<file path="config.mk">
export PLATFORM = sky130hd
export DESIGN_NAME = clk_div_bank_flat
export DESIGN_NICKNAME = d
export VERILOG_FILES = /design/src/rtl/clk_div_bank_if.sv /design/src/rtl/clk_div_bank.sv /design/src/flat_wrapper.sv
export SDC_FILE = /design/constraint.sdc
export NUM_CORES = 1
export LEC_CHECK = 0
export CORE_ASPECT_RATIO = 1.75
export CORE_MARGIN = 2
export CORE_UTILIZATION = 54
export DETAILED_ROUTE_END_ITERATION = 10
export GPL_ROUTABILITY_DRIVEN = 0
export PLACE_DENSITY = 0.83
export SYNTH_ARGS = -nofsm -noshare
export SYNTH_HDL_FRONTEND = slang
export SYNTH_SLANG_ARGS = --single-unit
</file>
<file path="constraint.sdc">
create_clock -name clk_i -period 6.3 [get_ports clk_i]
set_input_delay 0.945 -clock clk_i [delete_from_list [all_inputs] [get_ports clk_i]]
set_output_delay 0.945 -clock clk_i [all_outputs]
set_load 0.05 [all_outputs]
</file>
<file path="src/rtl/clk_div_bank_if.sv">
// Control and output bundle for the clock divider bank.
// The bank drives the slave side; the controller drives the master side.
interface clk_div_bank_if #(
   parameter int NUM_CH = 2,
   parameter int CNT_W  = 24
);
   logic [NUM_CH-1:0]       en_i;
   logic [NUM_CH-1:0]       load_i;
   logic [NUM_CH*CNT_W-1:0] div_i;
   logic [NUM_CH*CNT_W-1:0] duty_i;
   logic                    sync_i;
   logic [NUM_CH-1:0]       clk_o;
   logic [NUM_CH-1:0]       tick_o;
   logic [NUM_CH-1:0]       run_o;

   modport master (
      output en_i, load_i, div_i, duty_i, sync_i,
      input  clk_o, tick_o, run_o
   );

   modport slave (
      input  en_i, load_i, div_i, duty_i, sync_i,
      output clk_o, tick_o, run_o
   );
endinterface

</file>
<file path="src/rtl/clk_div_bank.sv">
// Bank of independent programmable clock dividers with registered
// outputs, glitch-free ratio updates at period boundaries and a common sync.
module clk_div_bank #(
   parameter int NUM_CH  = 2,
   parameter int CNT_W   = 24,
   parameter int DEF_DIV = 5_000_000
) (
   input logic           clk_i,
   input logic           rst_i,
   clk_div_bank_if.slave bus
);

   typedef enum logic [1:0] {
      IDLE  = 2'd0,
      RUN   = 2'd1,
      DRAIN = 2'd2
   } state_t;

   localparam logic [CNT_W-1:0] DEF_D = CNT_W'(DEF_DIV);
   localparam logic [CNT_W-1:0] DEF_H = CNT_W'(DEF_DIV / 2);
   localparam logic [CNT_W-1:0] ONE   = CNT_W'(1);
   localparam logic [CNT_W-1:0] TWO   = CNT_W'(2);

   logic [NUM_CH-1:0] clk_v;
   logic [NUM_CH-1:0] tick_v;
   logic [NUM_CH-1:0] run_v;

   assign bus.clk_o  = clk_v;
   assign bus.tick_o = tick_v;
   assign bus.run_o  = run_v;

   for (genvar ch = 0; ch < NUM_CH; ch++) begin : g_ch
      state_t           st, st_n;
      logic [CNT_W-1:0] cnt, cnt_n;
      logic             clk_q, clk_n;
      logic             tick_q, tick_n;
      logic [CNT_W-1:0] div_a, div_an;
      logic [CNT_W-1:0] duty_a, duty_an;
      logic [CNT_W-1:0] div_p, div_pn;
      logic [CNT_W-1:0] duty_p, duty_pn;
      logic             pend, pend_n;
      logic [CNT_W-1:0] div_e;
      logic [CNT_W-1:0] duty_e;
      logic [CNT_W-1:0] cnt_inc;
      logic             wrap;
      logic             start;
      logic             en;

      assign en      = bus.en_i[ch];
      assign div_e   = (div_a < TWO) ? TWO : div_a;
      assign cnt_inc = cnt + ONE;
      assign wrap    = (cnt == div_e - ONE);

      // Duty is clamped so both phases are always at least one cycle.
      always_comb begin
         duty_e = duty_a;
         if (duty_a < ONE)
            duty_e = ONE;
         else if (duty_a > div_e - ONE)
            duty_e = div_e - ONE;
      end

      always_comb begin
         st_n    = st;
         cnt_n   = cnt;
         clk_n   = clk_q;
         tick_n  = 1'b0;
         div_an  = div_a;
         duty_an = duty_a;
         div_pn  = div_p;
         duty_pn = duty_p;
         pend_n  = pend;
         start   = 1'b0;
         unique case (st)
            IDLE: begin
               cnt_n = '0;
               clk_n = 1'b0;
               if (en) begin
                  st_n  = RUN;
                  start = 1'b1;
               end
            end
            RUN, DRAIN: begin
               if (bus.sync_i) begin
                  start = 1'b1;
                  st_n  = en ? RUN : DRAIN;
               end else if (wrap) begin
                  if (en) begin
                     start = 1'b1;
                     st_n  = RUN;
                  end else begin
                     st_n  = IDLE;
                     cnt_n = '0;
                     clk_n = 1'b0;
                  end
               end else begin
                  cnt_n = cnt_inc;
                  clk_n = (cnt_inc < duty_e);
                  st_n  = en ? RUN : DRAIN;
               end
            end
            default: begin
               st_n  = IDLE;
               cnt_n = '0;
               clk_n = 1'b0;
            end
         endcase
         // Pending values from an earlier cycle take over at this start.
         if (start) begin
            cnt_n  = '0;
            clk_n  = 1'b1;
            tick_n = 1'b1;
            if (pend) begin
               div_an  = div_p;
               duty_an = duty_p;
               pend_n  = 1'b0;
            end
         end
         if (bus.load_i[ch]) begin
            div_pn  = bus.div_i[ch*CNT_W +: CNT_W];
            duty_pn = bus.duty_i[ch*CNT_W +: CNT_W];
            pend_n  = 1'b1;
         end
      end

      always_ff @(posedge clk_i) begin
         if (rst_i) begin
            st     <= IDLE;
            cnt    <= '0;
            clk_q  <= 1'b0;
            tick_q <= 1'b0;
            div_a  <= DEF_D;
            duty_a <= DEF_H;
            div_p  <= '0;
            duty_p <= '0;
            pend   <= 1'b0;
         end else begin
            st     <= st_n;
            cnt    <= cnt_n;
            clk_q  <= clk_n;
            tick_q <= tick_n;
            div_a  <= div_an;
            duty_a <= duty_an;
            div_p  <= div_pn;
            duty_p <= duty_pn;
            pend   <= pend_n;
         end
      end

      assign clk_v[ch]  = clk_q;
      assign tick_v[ch] = tick_q;
      assign run_v[ch]  = (st != IDLE);
   end

endmodule

</file>
<file path="src/flat_wrapper.sv">
// flat-port wrapper written by rule: the top's interface ports become plain ports
module clk_div_bank_flat 
#(
   parameter int NUM_CH  = 2,
   parameter int CNT_W   = 24,
   parameter int DEF_DIV = 5_000_000
)
  (clk_i, rst_i, bus_en_i, bus_load_i, bus_div_i, bus_duty_i, bus_sync_i, bus_clk_o, bus_tick_o, bus_run_o);
  clk_div_bank_if #(.NUM_CH(NUM_CH), .CNT_W(CNT_W)) bus_i ();
  input logic clk_i;
  input logic rst_i;
  input wire logic [$bits(bus_i.en_i)-1:0] bus_en_i;
  input wire logic [$bits(bus_i.load_i)-1:0] bus_load_i;
  input wire logic [$bits(bus_i.div_i)-1:0] bus_div_i;
  input wire logic [$bits(bus_i.duty_i)-1:0] bus_duty_i;
  input wire logic [$bits(bus_i.sync_i)-1:0] bus_sync_i;
  output wire logic [$bits(bus_i.clk_o)-1:0] bus_clk_o;
  output wire logic [$bits(bus_i.tick_o)-1:0] bus_tick_o;
  output wire logic [$bits(bus_i.run_o)-1:0] bus_run_o;
  assign bus_i.en_i = bus_en_i;
  assign bus_i.load_i = bus_load_i;
  assign bus_i.div_i = bus_div_i;
  assign bus_i.duty_i = bus_duty_i;
  assign bus_i.sync_i = bus_sync_i;
  assign bus_clk_o = bus_i.clk_o;
  assign bus_tick_o = bus_i.tick_o;
  assign bus_run_o = bus_i.run_o;
  clk_div_bank #(.NUM_CH(NUM_CH), .CNT_W(CNT_W), .DEF_DIV(DEF_DIV)) u_core (.clk_i(clk_i), .rst_i(rst_i), .bus(bus_i));
endmodule
</file>
==> results of run 1 <==
==> layer usage <==
| layer | track usage, % | vias up | wire, um |
|---|---|---|---|
| met5 | 0 | - | 0 |
| met3 | 6.12 | 379 | 3250 |
| met4 | 29.9 | 0 | 5820 |
| met1 | 29.7 | 6974 | 15800 |
| met2 | 58.5 | 812 | 25100 |
| li1 | - | 6750 | - |
==> logic make-up (layout without fill, tap and decap cells) <==
| family | Yosys count | after routing |
|---|---|---|
| fa+ha+maj | 102 | 102 |
| compound gates | 318 | 318 |
| buf+inv | 170 | 244 |
| mux | 185 | 185 |
| other cells | 0 | 1 |
| flops | 250 | 250 |
| xor+xnor | 114 | 114 |
| simple gates | 736 | 736 |
==> cell usage after synthesis, types with 12 or more instances <==
master / n / area, um2
and3_1: 16 / 100
or3_1: 24 / 150
xor2_1: 55 / 482
buf_2: 15 / 75.1
clkbuf_1: 98 / 368
nand2_1: 131 / 492
nor2_1: 316 / 1190
nor4_1: 28 / 175
buf_1: 13 / 48.8
inv_1: 28 / 105
dfxtp_1: 250 / 5000
nor3_1: 42 / 210
a21o_1: 22 / 165
nor2b_1: 17 / 106
xnor2_1: 56 / 490
ha_1: 102 / 1280
a22oi_1: 25 / 188
o21ai_0: 36 / 180
a211o_1: 25 / 219
nand2b_1: 15 / 93.8
o211ai_1: 31 / 233
nand4_1: 31 / 194
or2_2: 12 / 75.1
mux2i_1: 183 / 1830
a21oi_1: 110 / 551
nand3_1: 46 / 230
==> final cells by class <==
type	instances	area [um2]
fillers	2380	10500
multi-input cells	1455	10000
flip-flops and latches	250	5010
repair buffers	172	1610
clock buffers	33	694
well taps	378	473
clock inverters	10	115
inverters	29	109
diodes	1	2.50
==> how the worst max path moves through the flow <==
| stage | start | to | slack, ns | cells past startpoint |
|---|---|---|---|---|
| detailed placement | u_core.g_ch[1].div_a[20] | u_core.g_ch[1].clk_q | 0.13 | 30 |
| finish | u_core.g_ch[0].div_a[2] | u_core.g_ch[0].clk_q | 0.22 | 25 |
| floorplan | u_core.g_ch[1].div_a[12] | u_core.g_ch[1].clk_q | 0.007 | 29 |
| CTS | u_core.g_ch[1].div_a[20] | u_core.g_ch[1].clk_q | 0.05 | 30 |
| global placement | u_core.g_ch[1].div_a[20] | u_core.g_ch[1].clk_q | 0.27 | 29 |
| global route | u_core.g_ch[1].div_a[16] | u_core.g_ch[1].clk_q | -0.08 | 29 |
==> state kept, by name (all words and copies together) (netlist names) <==
name,cells
u_core.g_ch.clk_q,2
u_core.g_ch.cnt,48
u_core.g_ch.div_a,48
u_core.g_ch.div_p,48
u_core.g_ch.duty_a,48
u_core.g_ch.duty_p,48
u_core.g_ch.pend,2
u_core.g_ch.st,4
u_core.g_ch.tick_q,2
==> timing repair <==
| item | in CTS | in global routing |
|---|---|---|
| hold buffers | 0 | 0 |
| resized for setup | 0 | 27 |
| endpoints found under the setup margin | 0 | 2 |
| setup buffers | 0 | 4 |
==> worst max-delay path: stages (launching register included) <==
cell and delay, ns:
dfxtp_1 0.38, or4_1 0.66, nor3_1 0.42, nor2_1 0.09, ha_2 0.21, buf_4 0.16, nand2_1 0.14, xor2_2 0.27
ha_1 0.31, nand4_1 0.14, a21oi_1 0.06, a2111oi_0 0.36, o21ai_0 0.22, a21oi_2 0.23, a21oi_4 0.08, buf_4 0.23
o211ai_1 0.43, ha_1 0.32, and4_1 0.22, a21oi_1 0.14, nand2_1 0.07, a221oi_1 0.29, o21ai_0 0.12, a21oi_1 0.15
o211ai_1 0.16, nand3_1 0.13
==> power groups by stage <==
stage | Sequential, mW | Clock (mW) | Combinational [mW]
after floorplan | 1.72 | 0 | 0.465
after global placement | 1.75 | 0 | 0.650
after detailed placement | 1.75 | 0 | 0.674
after CTS | 1.71 | 1.51 | 0.681
after global routing | 1.72 | 1.56 | 0.779
final | 1.72 | 1.50 | 0.723
==> key figures, run 1 <==
Final layout
  – Nets: around 2.1k
  – Commonest cells after routing, fill and taps aside: nor2_1 (315), dfxtp_1 (248), mux2i_1 (183), nand2_1 (131), a21oi_1 (108)
  – Post-Layout Cell Count: 2328
  – Post-Layout Inst Area: between 0.015 and 0.02 mm2
  – Layout cells sized above 1: 8.36%
  – Finished Core Util: 63.2%
  – Layout overhead on the synthesized area: 15.5%
  – Commonest non-fill, non-tap cell in the layout: nor2_1

Power and ir drop
  – Flop pwr share: between 40% and 50%
  – PD cells: ~220 mW/mm2
  – VDD IR-drop max: 0.000209 V
  – Gate power share: 18.4%
  – Clock group share of total power: 38.0%
  – Sw power: 1.12 mW
  – Pint: 2.82 mW
  – Pwr Total: 3.94 mW
  – Leakage: 7.48 nW
  – Sw frac: 28.4%

Global routing
  – Antenna violations before repair: 1
  – Pin count of the biggest net entering global routing: 107
  – Number of global-route vias before repair: ~15k
  – First-pass GRT wire length: 77400 um
  – GRT Util Overall: 32.2%
  – Aggregate global routing overflow: 0

Worst setup path
  – RR Endpoint: u_core.g_ch[0].clk_q
  – Worst Path Arrival: 6.56 ns
  – Worst-path maximum fanout: 22
  – Worst Path Required: 6.78 ns
  – Critical path type: flip-flop to flip-flop
  – CP startpoint kind: flip-flop
  – Worst R2R Path Depth: 25
  – Reg2Reg Launch Point: u_core.g_ch[0].div_a[2]
  – Crit path capture type: flip-flop
  – R2R setup slack: 0.22 ns

STA
  – Minimum clock period: between 6 and 7 ns
  – Fmax: 0.164 GHz
  – Normalized max-slew margin: around 29%
  – Endpoints failing setup: 0
  – Actual slew at the worst max-slew pin: 1.05 ns
  – Final Hold Fails: 0
  – Period utilization: 96.6%
  – PnR worst setup slack: 0.215 ns
  – Slew Viols, Final: 0
  – Worst hold slack: approximately 0.47 ns
  – Setup_tns: 0 ns
  – Worst clock skew: 0.0161 ns

Yosys
  – Post-synth EDFFs: 0
  – Netlist cell types: 86
  – Post-synthesis simple-gate area fraction: 22.6%
  – Compound-Gate Fraction of Synth Area: between 10% and 20%
  – Top_reg_cell synth: dfxtp_1
  – Adder-cell area share of the yosys netlist: 8.18%
  – Mux cell area share after synthesis: 11.9%
  – Synth async-reset ratio: 0%
  – Syn Nets: 2080
  – Synth Area per Inst: 8.32 um2
  – Xor/xnor share of the synthesized area: 6.66%
  – Cell area after synthesis: 0.0156 mm2
  – Sequential share of the synthesized area: 32.1%
  – Combinational family with the most area after synthesis: simple AND/OR/NAND/NOR gates
  – Synth warn: 0
  – #FFs+latches synth: 250
  – Cells after Synth: between 1.5k and 2k

Clocking
  – Num CTS Buffers: 24
  – CTS tree: done
  – CTS Buffer Depth: 3
  – Clock sink count: 250
  – Clock root cell: clkbuf_16
  – Clock slew at reported path FFs: ~0.07 ns
  – Max H-tree Level: 1
  – Skew-Pair Late Insertion Delay: around 0.55 ns

Placement
  – Port Buffers: roughly 110
  – Post-DP HPWL: 36100 um
  – Post-Place Setup Slack: 0.132 ns
  – Placed Area: 0.0170 mm2
  – Placed cell count: 2278

Detailed routing
  – Residual DRC count: 0
  – Vias per inst: 6.41
  – Antenna violation net count after detailed routing: 0
  – Detailed router's first-iteration violation count: 1638
  – Vias: 14.9k
  – WL final: 50000 um
  – WL/cell: 21.5 um
  – First-pass DRT Iterations: 6

Floorplanning
  – Die Ht: 229 um
  – Die ar.: between 0.03 and 0.04 mm2
  – I/O pin total: 109
  – Initial Utilization: 54.7%
  – Die W: 132 um
  – Row cnt: 82
  – Std-Cell Core Area: 0.0285 mm2

Worst hold path
  – Hold EP: u_core.g_ch[0].div_a[22]
  – Hold crit path type: flip-flop to flip-flop
  – Hold wc startpoint: u_core.g_ch[0].div_p[22]
  – Worst hold path stage count: 2

Flow run
  – Max cap viols: 0

Status
  – Status: finished, final reports clean
Power figures use the tool's default switching activity.
==> inputs of run 2 (changes only) <==
--- a/config.mk
+++ b/config.mk
@@ -7,10 +7,10 @@
 export LEC_CHECK = 0
 export CORE_ASPECT_RATIO = 1.75
 export CORE_MARGIN = 2
-export CORE_UTILIZATION = 54
+export CORE_UTILIZATION = 33
 export DETAILED_ROUTE_END_ITERATION = 10
 export GPL_ROUTABILITY_DRIVEN = 0
-export PLACE_DENSITY = 0.83
+export PLACE_DENSITY = 0.58
 export SYNTH_ARGS = -nofsm -noshare
 export SYNTH_HDL_FRONTEND = slang
 export SYNTH_SLANG_ARGS = --single-unit
==> run 2 against run 1 <==
Flip-flop and latch count is the same. Global-route usage shrank 11 points. Count of clock-buffer cells in the layout grew 2. Fmax grew 0.53%. Combinational power grew 1%. Cell area grew 4.2%. Non-clock buffer count grew 50. Register-to-register slack gained 0.03 ns. Critical path depth grew 5. First-iteration DRC count shrank 60%. Highest routed layer unchanged.
==> key figures, run 2 (synthesized netlist as in run 1, its figures left out) <==
Detailed routing
  – Vias: 14.2k
  – First-pass DRT Iterations: 5
  – WL final: between 50000 and 60000 um
  – Detailed router's first-iteration violation count: between 600 and 700
  – WL/cell: 20.1 um
  – Vias per inst: 5.46
  – Antenna violation net count after detailed routing: 0
  – Residual DRC count: 0

Final layout
  – Commonest non-fill, non-tap cell in the layout: nor2_1
  – Layout overhead on the synthesized area: 20.4%
  – Post-Layout Inst Area: roughly 0.019 mm2
  – Nets: 2190
  – Commonest cells after routing, fill and taps aside: nor2_1 (314), dfxtp_1 (250), mux2i_1 (183), nand2_1 (130)
  – Layout cells sized above 1: 11.0%
  – Number of diodes: 0

Clocking
  – CTS tree: done
  – Hold buffers post-CTS: 0
  – Clock sink count: 250
  – Max H-tree Level: 1
  – Clock root cell: clkbuf_16
  – CTS Buffer Depth: 3
  – Num CTS Buffers: 27
  – Skew-Pair Late Insertion Delay: 0.57 ns
  – Clock slew at reported path FFs: 0.07 ns

Placement
  – Placed Area: 0.0176 mm2
  – Post-DP HPWL: 40200 um
  – Port Buffers: 108

Worst setup path
  – Worst path most repeated cell: buf_4
  – Critical path type: flip-flop to flip-flop
  – CP bufs+invs: 5
  – Worst-path maximum fanout: 12
  – Largest stage delay on the critical path: 0.38 ns
  – WP depth: 30
  – Worst Path Arrival: 6.50 ns
  – Delay-heaviest family, CP: simple AND/OR/NAND/NOR gates
  – CP startpoint kind: flip-flop
  – Worst Path Required: 6.75 ns
  – Crit path capture type: flip-flop
  – Critical path's slowest cell: or3_1
  – Worst R2R Path Depth: 30

STA
  – Minimum clock period: roughly 6.1 ns
  – Actual slew at the worst max-slew pin: 1.05 ns
  – Endpoints failing setup: 0
  – Fmax: between 0.15 and 0.2 GHz
  – Final Hold Fails: 0
  – Period utilization: just under 100%
  – Worst clock skew: 0.0236 ns
  – Slew Viols, Final: 0
  – Normalized max-slew margin: a little under a third

Power and ir drop
  – Pwr Total: 4.14 mW
  – VDD IR-drop max: 0.000201 V
  – Leakage: 7.78 nW
  – PD cells: roughly 220 mW/mm2

Worst hold path
  – Hold crit path type: flip-flop to flip-flop
  – Worst hold path stage count: 2

Global routing
  – Aggregate global routing overflow: 0
  – Number of global-route vias before repair: ~14k
  – Antenna violations before repair: 0
  – First-pass GRT wire length: about 80000 um
  – Pin count of the biggest net entering global routing: 70
  – GRT Util Overall: between 20% and 30%

Floorplanning
  – Row cnt: 105
  – Std-Cell Core Area: 0.0468 mm2
  – Die ar.: 0.0491 mm2
  – Initial Utilization: 33.4%
  – I/O pin total: ~110
  – Die W: 168 um
  – Die Ht: 292 um

Flow run
  – Max cap viols: 0

Status
  – Status: finished, final reports clean
[run 2: cell types whose count changed in the layout (fill, tap and decap cells not counted), sizes merged]
cell	change
buf	+52
bufinv	+2
clkinv	-1
inv	+2
clkinvlp	+2
diode	-1
[run 2: stage by stage]
step / setup TNS (ns) / cells / setup WS [ns] / utilization [%] / hold slack, ns
after floorplan: 0 / 1875 / 0.00658 / - / 0.441
after global placement: 0 / 2537 / 0.0338 / 37.7 / 0.453
after detailed placement: -0.0301 / 2537 / -0.0225 / 37.7 / 0.463
after CTS: 0 / 2590 / 0.0448 / 39.8 / 0.481
after global routing: -0.0625 / 2594 / -0.0625 / 40.1 / 0.489
final: 0 / 2594 / 0.248 / 40.1 / 0.476
[run 2: area by class of cell]
type                            instances  area, um2
Fill cell                            4795      28000
Inverter                               29        109
Sequential cell                       250       5000
Timing Repair Buffer                  222       1980
Clock buffer                           35        746
Tap cell                              588        736
Multi-Input combinational cell       1455      10000
Clock inverter                         15        199
[run 2: where the power goes]
| group | switching (mW) | internal (mW) | leakage (nW) |
|---|---|---|---|
| Combinational | 0.398 | 0.332 | 5.27 |
| Clock | 0.695 | 1.00 | 0.465 |
| Sequential | 0.0597 | 1.65 | 2.04 |
[run 2: worst reg2reg max path: cells and delay by family (launching register included)]
family | cells | cell delay (ns)
compound gates | 11 | 1.57
xor+xnor | 1 | 0.37
fa+ha+maj | 3 | 0.83
buf+inv | 5 | 0.80
flops | 1 | 0.35
simple gates | 10 | 2.02
[run 2: path summary, 6_finish.rpt]
| kind | to | slack (ns) | startpoint |
|---|---|---|---|
| worst max-delay path | u_core.g_ch[1].clk_q | 0.25 | u_core.g_ch[1].div_a[18] |
| worst max register to register | u_core.g_ch[1].clk_q | 0.25 | u_core.g_ch[1].div_a[18] |
| worst min register to register | u_core.g_ch[0].duty_a[8] | 0.48 | u_core.g_ch[0].duty_p[8] |
| worst min-delay path | u_core.g_ch[0].duty_a[8] | 0.48 | u_core.g_ch[0].duty_p[8] |
[run 2: what timing repair did]
action / in CTS / in global routing
gates resized for setup: 1 / 30
setup endpoints to repair: 2 / 2
pin swaps: 1 / 12
buffers inserted: 3 / 4
[run 2: layer usage]
layer	routed length, um	up-vias	track usage (%)
met5	0	-	0
met4	4520	0	15.9
met3	1620	198	2.10
met2	28200	398	40.9
met1	17900	6702	19.8
li1	-	6876	-
==> inputs of run 3 (changes only) <==
--- a/config.mk
+++ b/config.mk
@@ -10,7 +10,7 @@
 export CORE_UTILIZATION = 33
 export DETAILED_ROUTE_END_ITERATION = 10
 export GPL_ROUTABILITY_DRIVEN = 0
-export PLACE_DENSITY = 0.58
+export PLACE_DENSITY = 0.56
 export SYNTH_ARGS = -nofsm -noshare
 export SYNTH_HDL_FRONTEND = slang
 export SYNTH_SLANG_ARGS = --single-unit
==> constraint.sdc (replaced) <==
create_clock -name clk_i -period 6.9 [get_ports clk_i]
set_input_delay 1.035 -clock clk_i [delete_from_list [all_inputs] [get_ports clk_i]]
set_output_delay 1.035 -clock clk_i [all_outputs]
set_load 0.05 [all_outputs]
==> run 3 against run 2 <==
Clock skew increased by 0.016 ns. Sequential share of layout area increased by 0.66 points. Die area unchanged. Combinational power decreased by 12%. Wire length increased by 1.7%. Clock power decreased by 14%. Non-clock buffer count decreased by 36. Core utilization decreased by 0.97 points. Sequential power decreased by 8%.
==> key figures, run 3 (synthesized netlist as in run 1, its figures left out) <==
Global routing
  – Pin count of the biggest net entering global routing: 104
  – Antenna violations before repair: 0
  – Number of global-route vias before repair: 14.1k
  – GRT Util Overall: 21.2%
  – Aggregate global routing overflow: 0
  – First-pass GRT wire length: 80400 um

Worst setup path
  – Worst-path maximum fanout: 28
  – Critical path type: flip-flop to flip-flop
  – Worst Path Arrival: 6.82 ns
  – Critical path's slowest cell: nor4_2
  – Worst Path Required: 7.37 ns
  – Crit path capture type: flip-flop
  – CP startpoint kind: flip-flop
  – Largest stage delay on the critical path: 0.57 ns

Detailed routing
  – First-pass DRT Iterations: 5
  – WL final: 53100 um
  – Detailed router's first-iteration violation count: 787
  – Residual DRC count: 0
  – Antenna violation net count after detailed routing: 0
  – WL/cell: 20.8 um
  – Vias: 14.2k
  – Vias per inst: 5.54

STA
  – Endpoints failing setup: 0
  – RSZ-0062 raised after global routing: false
  – Fmax: 0.158 GHz
  – Worst clock skew: 0.0391 ns
  – Setup_tns: 0 ns
  – Minimum clock period: 6.35 ns
  – Actual slew at the worst max-slew pin: 1.05 ns
  – Slew Viols, Final: 0
  – Normalized max-slew margin: 29.6%
  – Final Hold Fails: 0
  – Worst hold slack: 0.481 ns
  – Period utilization: about nine tenths

Clocking
  – Clock sink count: 250
  – Clock slew at reported path FFs: 0.07 ns
  – CTS Buffer Depth: 3
  – Skew-Pair Late Insertion Delay: 0.59 ns
  – Max H-tree Level: 1
  – CTS tree: done
  – Num CTS Buffers: 26
  – Clock root cell: clkbuf_16

Final layout
  – Commonest cells after routing, fill and taps aside: nor2_1 (316), dfxtp_1 (250), mux2i_1 (183), nand2_1 (131), a21oi_1 (109)
  – Multi-input gate area: 0.00989 mm2
  – FILL cells: just under 5k
  – Register Area: 0.00500 mm2
  – Number of diodes: 0
  – Post-Layout Cell Count: between 2k and 3k
  – Layout overhead on the synthesized area: 17.5%
  – Nets: 2153
  – Layout cells sized above 1: 8.33%
  – Commonest non-fill, non-tap cell in the layout: nor2_1
  – Post-Layout Inst Area: 0.0183 mm2

Floorplanning
  – Std-Cell Core Area: 0.0468 mm2
  – Die W: ~170 um
  – Die Ht: 292 um
  – Initial Utilization: 33.4%
  – I/O pin total: 109
  – Row cnt: 105
  – Die ar.: 0.0491 mm2

Flow run
  – Max cap viols: 0

Power and ir drop
  – VDD IR-drop max: ~0.00017 V
  – Pwr Total: approximately 3.7 mW
  – Leakage: 7.54 nW
  – PD cells: 201 mW/mm2

Worst hold path
  – Hold crit path type: flip-flop to flip-flop

Placement
  – Placed Area: 0.0174 mm2
  – Port Buffers: roughly 110
  – Placed cell count: 2507
  – Post-DP HPWL: 41000 um

Status
  – Status: finished, final reports clean
-- run 3: routing by layer --
layer	global-route usage [%]	vias to the layer above	part of all wire, %
met5	0	-	0
met3	2.51	198	3.8
li1	-	6796	-
met2	41.9	443	54
met4	15.4	0	8.0
met1	19.6	6733	34
-- run 3: repair_timing --
item / in CTS / in global routing
setup endpoints to repair: 0 / 2
resized for setup: 0 / 1
hold buffers: 0 / 0
buffers inserted: 0 / 1
-- run 3: path summary, 6_finish.rpt --
| check | start | slack, ns | depth (start not counted) | endpoint |
|---|---|---|---|---|
| min | u_core.g_ch[0].div_p[19] | 0.48 | 2 | u_core.g_ch[0].div_a[19] |
| max | u_core.g_ch[0].div_a[6] | 0.55 | 28 | u_core.g_ch[0].clk_q |
| min reg2reg | u_core.g_ch[0].div_p[19] | 0.48 | 2 | u_core.g_ch[0].div_a[19] |
| max reg2reg | u_core.g_ch[0].div_a[6] | 0.55 | 28 | u_core.g_ch[0].clk_q |
-- run 3: critical path: cells and delay by family (launching register included) --
kind,cells,cell delay [ns]
adders and majority gates,3,0.84
DFF,1,0.40
muxes,1,0.26
AOI/OAI and AO/OA,11,2.01
xor gates and xnor gates,1,0.21
buffers and inverters,2,0.31
and+or+nand+nor,10,2.20
-- run 3: power breakdown --
part           switching, mW  total [mW]  internal [mW]
registers             0.0650        1.57           1.51
logic                  0.353       0.639          0.286
clock network          0.654        1.47          0.819
total                   1.07        3.68           2.61
-- run 3: through the flow --
stage / util (%) / worst slack (ns)
floorplan: - / 0.430
global placement: 37.2 / 0.594
detailed placement: 37.2 / 0.358
CTS: 39.1 / 0.342
global route: 39.2 / 0.0440
finish: 39.2 / 0.555
-- run 3: cell type report --
cell class	count	area share [%]
multi-input combinational	1455	54.0
sequential	250	27.3
clock buffer	31	3.87
inverter	29	0.594
tap	588	4.02
timing repair buffer	186	9.25
clock inverter	17	0.990
